File: src/rtl/ex_issue_stage_pkg.sv
// ex_issue_stage shared types: ALU control codes, ALUOp and funct3.
// Build option: FORWARDING_EN enables operand forwarding and stall snoop.
package ex_issue_stage_pkg;

  localparam int XLEN    = 32;
  localparam int REGADDR = 5;

  typedef enum logic [3:0] {
    ALU_AND = 4'b0000,
    ALU_OR  = 4'b0001,
    ALU_ADD = 4'b0010,
    ALU_SUB = 4'b0110,
    ALU_SLT = 4'b0111,
    ALU_NOR = 4'b1100
  } alu_ctrl_e;

  typedef enum logic [1:0] {
    ALUOP_MEM = 2'b00,
    ALUOP_BR  = 2'b01,
    ALUOP_R   = 2'b10,
    ALUOP_I   = 2'b11
  } alu_op_e;

  localparam logic [2:0] F3_ADD = 3'b000;
  localparam logic [2:0] F3_SLT = 3'b010;
  localparam logic [2:0] F3_OR  = 3'b110;
  localparam logic [2:0] F3_AND = 3'b111;

endpackage

File: src/rtl/ex_issue_stage_if.sv
// ex_issue_stage bus: ID-side capture, forwarding taps, EX-side output.
// Build option: FORWARDING_EN (taps are ignored when undefined).
interface ex_issue_stage_if #(
  parameter int XLEN    = 32,
  parameter int REGADDR = 5
);
  logic               InValid;
  logic               InReady;
  logic [XLEN-1:0]    Rs1Data;
  logic [XLEN-1:0]    Rs2Data;
  logic [XLEN-1:0]    Imm;
  logic [REGADDR-1:0] Rs1;
  logic [REGADDR-1:0] Rs2;
  logic [REGADDR-1:0] Rd;
  logic               ALUSrc;
  logic [1:0]         ALUOp;
  logic [2:0]         Funct3;
  logic               Funct7b5;
  logic               Flush;
  logic               ExMemRegWrite;
  logic [REGADDR-1:0] ExMemRd;
  logic [XLEN-1:0]    ExMemData;
  logic               MemWbRegWrite;
  logic [REGADDR-1:0] MemWbRd;
  logic [XLEN-1:0]    MemWbData;
  logic               OutValid;
  logic               OutReady;
  logic [XLEN-1:0]    A;
  logic [XLEN-1:0]    B;
  logic [3:0]         ALUCtrl;
  logic [REGADDR-1:0] OutRd;
  logic               Illegal;

  modport slave (
    input  InValid, Rs1Data, Rs2Data, Imm,
    input  Rs1, Rs2, Rd, ALUSrc, ALUOp,
    input  Funct3, Funct7b5, Flush,
    input  ExMemRegWrite, ExMemRd, ExMemData,
    input  MemWbRegWrite, MemWbRd, MemWbData,
    input  OutReady,
    output InReady, OutValid, A, B,
    output ALUCtrl, OutRd, Illegal
  );

  modport master (
    output InValid, Rs1Data, Rs2Data, Imm,
    output Rs1, Rs2, Rd, ALUSrc, ALUOp,
    output Funct3, Funct7b5, Flush,
    output ExMemRegWrite, ExMemRd, ExMemData,
    output MemWbRegWrite, MemWbRd, MemWbData,
    output OutReady,
    input  InReady, OutValid, A, B,
    input  ALUCtrl, OutRd, Illegal
  );
endinterface

File: src/rtl/ex_issue_stage_alu_ctrl_dec.sv
// ALUOp/funct3/funct7b5 -> 4-bit ALU control decoder.
// Unsupported funct3 under R/I ops decode as ADD with illegal flagged.
module alu_ctrl_dec
  import ex_issue_stage_pkg::*;
(
  input  logic [1:0] alu_op_i,
  input  logic [2:0] funct3_i,
  input  logic       funct7b5_i,
  output logic [3:0] alu_ctrl_o,
  output logic       illegal_o
);

  // decode ALU control from op class, then funct fields
  always_comb begin
    alu_ctrl_o = ALU_ADD;
    illegal_o  = 1'b0;
    unique case (1'b1)
      (alu_op_i == ALUOP_MEM): alu_ctrl_o = ALU_ADD;
      (alu_op_i == ALUOP_BR):  alu_ctrl_o = ALU_SUB;
      alu_op_i[1]: begin
        unique case (funct3_i)
          F3_ADD: begin
            if ((alu_op_i == ALUOP_R) && funct7b5_i)
              alu_ctrl_o = ALU_SUB;
            else
              alu_ctrl_o = ALU_ADD;
          end
          F3_AND: alu_ctrl_o = ALU_AND;
          F3_OR:  alu_ctrl_o = ALU_OR;
          F3_SLT: alu_ctrl_o = ALU_SLT;
          default: begin
            alu_ctrl_o = ALU_ADD;
            illegal_o  = 1'b1;
          end
        endcase
      end
      default: ;
    endcase
  end

endmodule

File: src/rtl/ex_issue_stage.sv
// ID/EX register feeding the ALU: decode, operand select, handshake.
// Build option: FORWARDING_EN adds EX/MEM+MEM/WB forwarding and snoop.
module ex_issue_stage
  import ex_issue_stage_pkg::*;
#(
  parameter int XLEN    = 32,
  parameter int REGADDR = 5
)(
  input logic              clk,
  input logic              reset,
  ex_issue_stage_if.slave  io
);

  logic               valid_q, valid_d;
  logic [XLEN-1:0]    a_q, a_d;
  logic [XLEN-1:0]    rs2v_q, rs2v_d;
  logic [XLEN-1:0]    imm_q, imm_d;
  logic               src_q, src_d;
  logic [REGADDR-1:0] rs1_q, rs1_d;
  logic [REGADDR-1:0] rs2_q, rs2_d;
  logic [REGADDR-1:0] rd_q, rd_d;
  logic [3:0]         ctrl_q, ctrl_d;
  logic               ill_q, ill_d;

  logic [3:0]         dec_ctrl;
  logic               dec_ill;
  logic [XLEN-1:0]    rs1_val;
  logic [XLEN-1:0]    rs2_val;
  logic               take;
  logic               stall;

  function automatic logic hit(
    input logic               we,
    input logic [REGADDR-1:0] rd,
    input logic [REGADDR-1:0] rs
  );
    return we && (rd == rs) && (rs != '0);
  endfunction

  alu_ctrl_dec u_dec (
    .alu_op_i   (io.ALUOp),
    .funct3_i   (io.Funct3),
    .funct7b5_i (io.Funct7b5),
    .alu_ctrl_o (dec_ctrl),
    .illegal_o  (dec_ill)
  );

  assign io.InReady  = !valid_q || io.OutReady;
  assign take        = io.InValid && io.InReady;
  assign stall       = valid_q && !io.OutReady;

  assign io.OutValid = valid_q;
  assign io.A        = a_q;
  assign io.B        = src_q ? imm_q : rs2v_q;
  assign io.ALUCtrl  = ctrl_q;
  assign io.OutRd    = rd_q;
  assign io.Illegal  = ill_q;

`ifdef FORWARDING_EN
  // source operands: EX/MEM beats MEM/WB beats regfile, x0 reads 0
  always_comb begin
    rs1_val = '0;
    rs2_val = '0;
    if (io.Rs1 != '0) begin
      if (hit(io.ExMemRegWrite, io.ExMemRd, io.Rs1))
        rs1_val = io.ExMemData;
      else if (hit(io.MemWbRegWrite, io.MemWbRd, io.Rs1))
        rs1_val = io.MemWbData;
      else
        rs1_val = io.Rs1Data;
    end
    if (io.Rs2 != '0) begin
      if (hit(io.ExMemRegWrite, io.ExMemRd, io.Rs2))
        rs2_val = io.ExMemData;
      else if (hit(io.MemWbRegWrite, io.MemWbRd, io.Rs2))
        rs2_val = io.MemWbData;
      else
        rs2_val = io.Rs2Data;
    end
  end
`else
  // source operands straight from the regfile, x0 reads 0
  always_comb begin
    rs1_val = '0;
    rs2_val = '0;
    if (io.Rs1 != '0) rs1_val = io.Rs1Data;
    if (io.Rs2 != '0) rs2_val = io.Rs2Data;
  end

  logic unused_fwd;
  assign unused_fwd = ^{io.ExMemRegWrite, io.ExMemRd,
                        io.ExMemData, io.MemWbRegWrite,
                        io.MemWbRd, io.MemWbData,
                        rs1_q, rs2_q};
`endif

  // next state: capture, snoop while stalled, flush kills
  always_comb begin
    valid_d = valid_q;
    a_d     = a_q;
    rs2v_d  = rs2v_q;
    imm_d   = imm_q;
    src_d   = src_q;
    rs1_d   = rs1_q;
    rs2_d   = rs2_q;
    rd_d    = rd_q;
    ctrl_d  = ctrl_q;
    ill_d   = ill_q;

    if (take && !io.Flush) begin
      a_d    = rs1_val;
      rs2v_d = rs2_val;
      imm_d  = io.Imm;
      src_d  = io.ALUSrc;
      rs1_d  = io.Rs1;
      rs2_d  = io.Rs2;
      rd_d   = io.Rd;
      ctrl_d = dec_ctrl;
      ill_d  = dec_ill;
    end
`ifdef FORWARDING_EN
    else if (stall) begin
      if (hit(io.MemWbRegWrite, io.MemWbRd, rs1_q))
        a_d = io.MemWbData;
      if (hit(io.MemWbRegWrite, io.MemWbRd, rs2_q))
        rs2v_d = io.MemWbData;
    end
`endif

    if (io.Flush)
      valid_d = 1'b0;
    else if (take)
      valid_d = 1'b1;
    else if (io.OutReady)
      valid_d = 1'b0;
  end

  // pipeline register with async reset to an idle ADD
  always_ff @(posedge clk or posedge reset) begin
    if (reset) begin
      valid_q <= 1'b0;
      a_q     <= '0;
      rs2v_q  <= '0;
      imm_q   <= '0;
      src_q   <= 1'b0;
      rs1_q   <= '0;
      rs2_q   <= '0;
      rd_q    <= '0;
      ctrl_q  <= ALU_ADD;
      ill_q   <= 1'b0;
    end else begin
      valid_q <= valid_d;
      a_q     <= a_d;
      rs2v_q  <= rs2v_d;
      imm_q   <= imm_d;
      src_q   <= src_d;
      rs1_q   <= rs1_d;
      rs2_q   <= rs2_d;
      rd_q    <= rd_d;
      ctrl_q  <= ctrl_d;
      ill_q   <= ill_d;
    end
  end

endmodule

File: src/flat_wrapper.sv
// flat-port wrapper written by rule: the top's interface ports become plain ports
module ex_issue_stage_flat import ex_issue_stage_pkg::*;
#(
  parameter int XLEN    = 32,
  parameter int REGADDR = 5
)
  (clk, reset, io_InValid, io_Rs1Data, io_Rs2Data, io_Imm, io_Rs1, io_Rs2, io_Rd, io_ALUSrc, io_ALUOp, io_Funct3, io_Funct7b5, io_Flush, io_ExMemRegWrite, io_ExMemRd, io_ExMemData, io_MemWbRegWrite, io_MemWbRd, io_MemWbData, io_OutReady, io_InReady, io_OutValid, io_A, io_B, io_ALUCtrl, io_OutRd, io_Illegal);
  ex_issue_stage_if #(.XLEN(XLEN), .REGADDR(REGADDR)) io_i ();
  input logic clk;
  input logic reset;
  input wire logic [$bits(io_i.InValid)-1:0] io_InValid;
  input wire logic [$bits(io_i.Rs1Data)-1:0] io_Rs1Data;
  input wire logic [$bits(io_i.Rs2Data)-1:0] io_Rs2Data;
  input wire logic [$bits(io_i.Imm)-1:0] io_Imm;
  input wire logic [$bits(io_i.Rs1)-1:0] io_Rs1;
  input wire logic [$bits(io_i.Rs2)-1:0] io_Rs2;
  input wire logic [$bits(io_i.Rd)-1:0] io_Rd;
  input wire logic [$bits(io_i.ALUSrc)-1:0] io_ALUSrc;
  input wire logic [$bits(io_i.ALUOp)-1:0] io_ALUOp;
  input wire logic [$bits(io_i.Funct3)-1:0] io_Funct3;
  input wire logic [$bits(io_i.Funct7b5)-1:0] io_Funct7b5;
  input wire logic [$bits(io_i.Flush)-1:0] io_Flush;
  input wire logic [$bits(io_i.ExMemRegWrite)-1:0] io_ExMemRegWrite;
  input wire logic [$bits(io_i.ExMemRd)-1:0] io_ExMemRd;
  input wire logic [$bits(io_i.ExMemData)-1:0] io_ExMemData;
  input wire logic [$bits(io_i.MemWbRegWrite)-1:0] io_MemWbRegWrite;
  input wire logic [$bits(io_i.MemWbRd)-1:0] io_MemWbRd;
  input wire logic [$bits(io_i.MemWbData)-1:0] io_MemWbData;
  input wire logic [$bits(io_i.OutReady)-1:0] io_OutReady;
  output wire logic [$bits(io_i.InReady)-1:0] io_InReady;
  output wire logic [$bits(io_i.OutValid)-1:0] io_OutValid;
  output wire logic [$bits(io_i.A)-1:0] io_A;
  output wire logic [$bits(io_i.B)-1:0] io_B;
  output wire logic [$bits(io_i.ALUCtrl)-1:0] io_ALUCtrl;
  output wire logic [$bits(io_i.OutRd)-1:0] io_OutRd;
  output wire logic [$bits(io_i.Illegal)-1:0] io_Illegal;
  assign io_i.InValid = io_InValid;
  assign io_i.Rs1Data = io_Rs1Data;
  assign io_i.Rs2Data = io_Rs2Data;
  assign io_i.Imm = io_Imm;
  assign io_i.Rs1 = io_Rs1;
  assign io_i.Rs2 = io_Rs2;
  assign io_i.Rd = io_Rd;
  assign io_i.ALUSrc = io_ALUSrc;
  assign io_i.ALUOp = io_ALUOp;
  assign io_i.Funct3 = io_Funct3;
  assign io_i.Funct7b5 = io_Funct7b5;
  assign io_i.Flush = io_Flush;
  assign io_i.ExMemRegWrite = io_ExMemRegWrite;
  assign io_i.ExMemRd = io_ExMemRd;
  assign io_i.ExMemData = io_ExMemData;
  assign io_i.MemWbRegWrite = io_MemWbRegWrite;
  assign io_i.MemWbRd = io_MemWbRd;
  assign io_i.MemWbData = io_MemWbData;
  assign io_i.OutReady = io_OutReady;
  assign io_InReady = io_i.InReady;
  assign io_OutValid = io_i.OutValid;
  assign io_A = io_i.A;
  assign io_B = io_i.B;
  assign io_ALUCtrl = io_i.ALUCtrl;
  assign io_OutRd = io_i.OutRd;
  assign io_Illegal = io_i.Illegal;
  ex_issue_stage #(.XLEN(XLEN), .REGADDR(REGADDR)) u_core (.clk(clk), .reset(reset), .io(io_i));
endmodule
File: config.mk
export PLATFORM = sky130hd
export DESIGN_NAME = ex_issue_stage_flat
export DESIGN_NICKNAME = d
export VERILOG_FILES = /design/src/rtl/ex_issue_stage_pkg.sv /design/src/rtl/ex_issue_stage_if.sv /design/src/rtl/ex_issue_stage_alu_ctrl_dec.sv /design/src/rtl/ex_issue_stage.sv /design/src/flat_wrapper.sv
export SDC_FILE = /design/constraint.sdc
export NUM_CORES = 1
export LEC_CHECK = 0
export BUFFER_PORTS_ARGS = -buffer_cell sky130_fd_sc_hd__buf_4
export CAP_MARGIN = 20
export CORE_AREA = 2 2 108 110
export DETAILED_ROUTE_END_ITERATION = 6
export DIE_AREA = 0 0 110 112
export PLACE_DENSITY = 0.9
export SLEW_MARGIN = 20
export SYNTH_ARGS = -nofsm -noshare
export SYNTH_HDL_FRONTEND = slang
export SYNTH_SLANG_ARGS = --single-unit
File: constraint.sdc
create_clock -name clk -period 7.6 [get_ports clk]
set_input_delay 0.38 -clock clk [delete_from_list [all_inputs] [get_ports clk]]
set_output_delay 0.38 -clock clk [all_outputs]
set_load 0.01 [all_outputs]
# Yosys cells after proc, flatten, opt, wreduce, memory -nomap -nowiden
# Index checks and enable logic that the tools add are counted.
# Widths: inputs -> output; s select.
[totals] reg_bits=108 input_bits=199
[op_classes] n_eq_ne=5 mux=11 reduce_logical=11
[ops] op="$mux 32" count=3
[ops] op="$pmux 4 s4" count=1
[ops] op="$reduce_bool 5->1" count=2
[ops] op="$pmux 4 s2" count=1
[ops] op="$eq 3x3->1 const B" count=2
[ops] op="$mux 1" count=5
[ops] op="$reduce_or 4->1" count=1
[ops] op="$eq 3x2->1 const B" count=1
[ops] op="$logic_and 1x1->1" count=3
[ops] op="$logic_not 3->1" count=1
[ops] op="$mux 3" count=1
[ops] op="$reduce_bool 3->1" count=1
[ops] op="$eq 2x1->1 const B" count=1
[ops] op="$eq 2x2->1 const B" count=1
[ops] op="$logic_not 1->1" count=2
[ops] op="$logic_or 1x1->1" count=1

# Depth between registers and ports, before layout
[depth] word_depth=5 ltp_mapped=6

# Hierarchy
# From an unflattened synthesis, not the netlist that was laid out.
[unflattened] cells_unflattened=369 area_unflattened_um2=4829.6
[modules_own_cells] mod="ex_issue_stage" instances=1 cells_per_inst=356 area_each_um2=4769.6 seq_area_each_um2=2703.8
[modules_own_cells] mod="alu_ctrl_dec" instances=1 cells_per_inst=13 area_each_um2=60.1 seq_area_each_um2=0.0

# Worst setup path before layout
# No wires, ideal clock.
[synth_timing] path_type="register to output" start="register u_core.src_q" end="output port io_B[10]" arrival_ns=1.099 required_time_ns=7.220 slack_ns=6.121 path_stages_with_launch=4 n_path_buf=2 cell_sequence="dfrtp_1 clkbuf_1 buf_2 mux2_2"
[synth_via] elab_chain_len=1
[synth_lines] element="start, declared" line_no="ex_issue_stage.sv:18" text="logic src_q, src_d;"
[synth_lines] element="start signal, assigned" line_no="ex_issue_stage.sv:156" text="src_q <= src_d;"
[synth_lines] element="$mux 32" line_no="ex_issue_stage.sv:54" text="assign io.B = src_q ? imm_q : rs2v_q;"
[synth_lines] element="end, declared" line_no="flat_wrapper.sv:33" text="output wire logic [$bits(io_i.B)-1:0] io_B;"
# Every way passes these cells.

# Worst setup path in the final report
[layout_timing] start="register u_core.valid_q (netlist: u_core.io.OutValid)" end="register u_core.rd_q[3] (netlist: u_core.io.OutRd[3])"
[layout_via] elab_chain_len=4
[layout_lines] element="start, declared" line_no="ex_issue_stage.sv:14" text="logic valid_q, valid_d;"
[layout_lines] element="start signal, assigned" line_no="ex_issue_stage.sv:152" text="valid_q <= valid_d;"
[layout_lines] element="$logic_not 1->1" line_no="ex_issue_stage.sv:48" text="assign io.InReady = !valid_q || io.OutReady;"
[layout_lines] element="$logic_or 1x1->1" line_no="ex_issue_stage.sv:48"
[layout_lines] element="$logic_and 1x1->1" line_no="ex_issue_stage.sv:49" text="assign take = io.InValid && io.InReady;"
[layout_lines] element="$logic_and 1x1->1" line_no="ex_issue_stage.sv:110" text="if (take && !io.Flush) begin"
[layout_lines] element="end signal, assigned" line_no="ex_issue_stage.sv:159" text="rd_q <= rd_d;"
[layout_lines] element="end, declared" line_no="ex_issue_stage.sv:21" text="logic [REGADDR-1:0] rd_q, rd_d;"
# Every way passes these cells.
# A chain may end at the register's enable or synchronous reset.

==> flow_metrics.env <==
export IMPL_status="completed"
export IMPL_final_cell_mix="202 x buf_4, 106 x dfrtp_1, 65 x o2bb2ai_1"
export IMPL_cts_tree="done"
export IMPL_cts_hold_buf=0
export IMPL_drv_slew=0
export IMPL_p_leak_nw=3.10
export IMPL_place_ws_ns=4.61
export IMPL_drive_above_1_share_pct=54.1
export IMPL_cts_root_buf="clkbuf_16"
export IMPL_finalSetupViolCount=0
export IMPL_fin_ws_ns=4.84
export IMPL_final_period_utilization_pct=36.4
export IMPL_dpl_cell_area_um2=6370
export IMPL_min_path_type="input port to asynchronous set/reset pin"
export IMPL_die_area_um2=12300
export IMPL_finClkSkew_ns=0.00437
export IMPL_synthTopCellsByArea="dfrtp_1 54%, mux2_4 12%, o2bb2ai_1 12%"
export IMPL_grt_use_met1_pct=26.6
export IMPL_worst_setup_path_type="register to register"
export IMPL_synth_warnings=0
export IMPL_drtPass1Iterations=4
export IMPL_busiest_layer="met2"
export IMPL_p_per_area_nw_per_um2=236
export IMPL_cts_buffers=9
export IMPL_maxCapViolations=0
export IMPL_grt_pass1_wl_um=19800
export IMPL_yosys_register_bits=107
export IMPL_syn_avg_cell_area_um2=13.3
export IMPL_cts_sinks=107
export IMPL_grt_max_degree=59
export IMPL_synth_top_cell_area_share_pct=54.0
export IMPL_cp_max_fo=41
export IMPL_num_io_pins=275
export IMPL_met3_usage_pct=5.27
export IMPL_totalWireLength_um=12700
export IMPL_peakVddDrop_v=0.000118
export IMPL_fin_area_um2=6640
export IMPL_core_area_um2=11200
export IMPL_start_util_pct=43.9
export IMPL_fill_cells=888
export IMPL_antenna_found_initial=0
export IMPL_fin_setup_tns_ns=0
export IMPL_htreeDepth=3
export IMPL_io_buffers=197
export IMPL_mostFrequentLayoutCell="buf_4"
export IMPL_clock_fmax_mhz=362
export IMPL_syn_area_um2=4910
export IMPL_use_met2_pct=33.6
export IMPL_rsz0062_at_grt="false"
export IMPL_gp_congestion=0.745
export IMPL_clock_latency_ns=0.34
export IMPL_fp_dieH_um=112
export IMPL_synth_top_area_cell="dfrtp_1"
export IMPL_grt_overflow=0
export IMPL_ant_nets=0
export IMPL_die_w_um=110
export IMPL_area_delta_synth_final_pct=35.2
export IMPL_synth_nets=569
export IMPL_grt_pass1_vias=3951
export IMPL_insertedDiodeCount=0
export IMPL_synth_cells=370
export IMPL_worst_pin_slew_ns=0.810
export IMPL_drcViolationCount=0
export IMPL_cp_start_kind="register"
export IMPL_finalPower_w=0.00156
export IMPL_arrival_ns=2.99
export IMPL_num_vias=3768
export IMPL_yosysSeqAreaShare_pct=54.6
export IMPL_viasPerCell=5.46
export IMPL_clk_path_buf_depth=2
export IMPL_dpl_hpwl_um=8690
export IMPL_drtIter0Drc=201
export IMPL_slew_headroom_pct=45.9
export IMPL_synth_distinct_cells=25
export IMPL_postCtsSetupBuffers=0
export IMPL_fp_row_count=39
export IMPL_hold_violations=0
export IMPL_cts_repair_resize_count=0
export IMPL_wl_per_cell_um=18.4
export IMPL_finalCriticalPeriod_ns=2.76
export IMPL_clkTransAtPathRegs_ns=0.06
export IMPL_cp_required_ns=7.82
export IMPL_post_route_util_pct=59.4
export IMPL_track_usage_pct=20.7
export IMPL_critPathCaptureType="register"
export IMPL_nNetsFinal=743
[critical path, cell delays in order (launching register included)]
cell and delay (ns):
dfrtp_1 0.41, nand2b_2 0.53, buf_4 0.49, and2_4 0.77
mux2_2 0.41
[Yosys cell counts]
cell       count
clkbuf_1      10
or4_1          1
buf_2         16
a41oi_1        1
conb_1         1
nor2_4         2
mux2_2        33
dfstp_2        1
or4_4          1
nand2_1        3
and2_4         1
inv_1          2
nand4_1        1
nand2b_1       2
nand3_1       64
buf_6          9
o211ai_1       1
a31oi_1        1
o2bb2ai_1     65
a21oi_1        3
nor2_1         2
dfrtp_1      106
mux2_4        38
nor2b_1        2
buf_4          4
[per-layer routing]
layer	up-vias	part of all wire, %
met5	-	0
met4	0	1.2
met3	11	8.5
met2	159	49
met1	1876	41
li1	1722	-
[sequential cells by signal, indices dropped and copies added, names as in the netlist]
| signal | cells |
|---|---|
| u_core.io.OutValid | 1 |
| u_core.io.A | 32 |
| u_core.io.ALUCtrl | 3 |
| u_core.io.Illegal | 1 |
| u_core.io.OutRd | 5 |
| u_core.rs2v_q | 32 |
| u_core.src_q | 1 |
| u_core.imm_q | 32 |
[final cells by class]
cell class                      count  area (um^2)  share of cell area, %
Clock buffer                       11          253                   3.81
Inverter                            2         10.0                  0.151
Multi-Input combinational cell    222         1990                   29.9
Clock inverter                      3         15.0                  0.226
Timing Repair Buffer              202         1520                   22.8
Tap cell                          143          179                   2.70
Sequential cell                   107         2680                   40.4
[kinds of logic after synthesis]
| group | share of synthesized area, % |
|---|---|
| AO/OA/AOI/OAI | 12.4 |
| other | 0.0764 |
| buffers and inverters | 5.23 |
| multiplexers | 19.2 |
| AND/OR/NAND/NOR | 8.57 |
| flip-flops | 54.6 |
[path summary, 6_finish.rpt]
check	slack [ns]	cells after the start	end	from
max in group asynchronous	6.30	3	u_core.io.A[8]	reset
worst max register to register	4.84	4	u_core.io.OutRd[3]	u_core.io.OutValid
worst max-delay path	4.84	4	u_core.io.OutRd[3]	u_core.io.OutValid
min in group clk	0.22	2	u_core.io.OutValid	io_Flush
worst min register to register	0.49	1	u_core.rs2v_q[7]	u_core.rs2v_q[7]
worst min-delay path	0.12	2	u_core.rs2v_q[22]	reset
[stage by stage]
step | instances | hold WS [ns]
final | 690 | 0.117
after detailed placement | 676 | 0.470
after global routing | 690 | 0.166
after CTS | 690 | 0.139
after global placement | 676 | 0.467
after floorplan | 370 | 0.443
[report_power, final]
group / leakage [nW] / switching, W / internal [W]
clock: 0.137 / 0.000191 / 0.000235
sequential: 1.30 / 0.0000515 / 0.000658
combinational: 1.66 / 0.000173 / 0.000256
(Power assumes the default switching activity.)
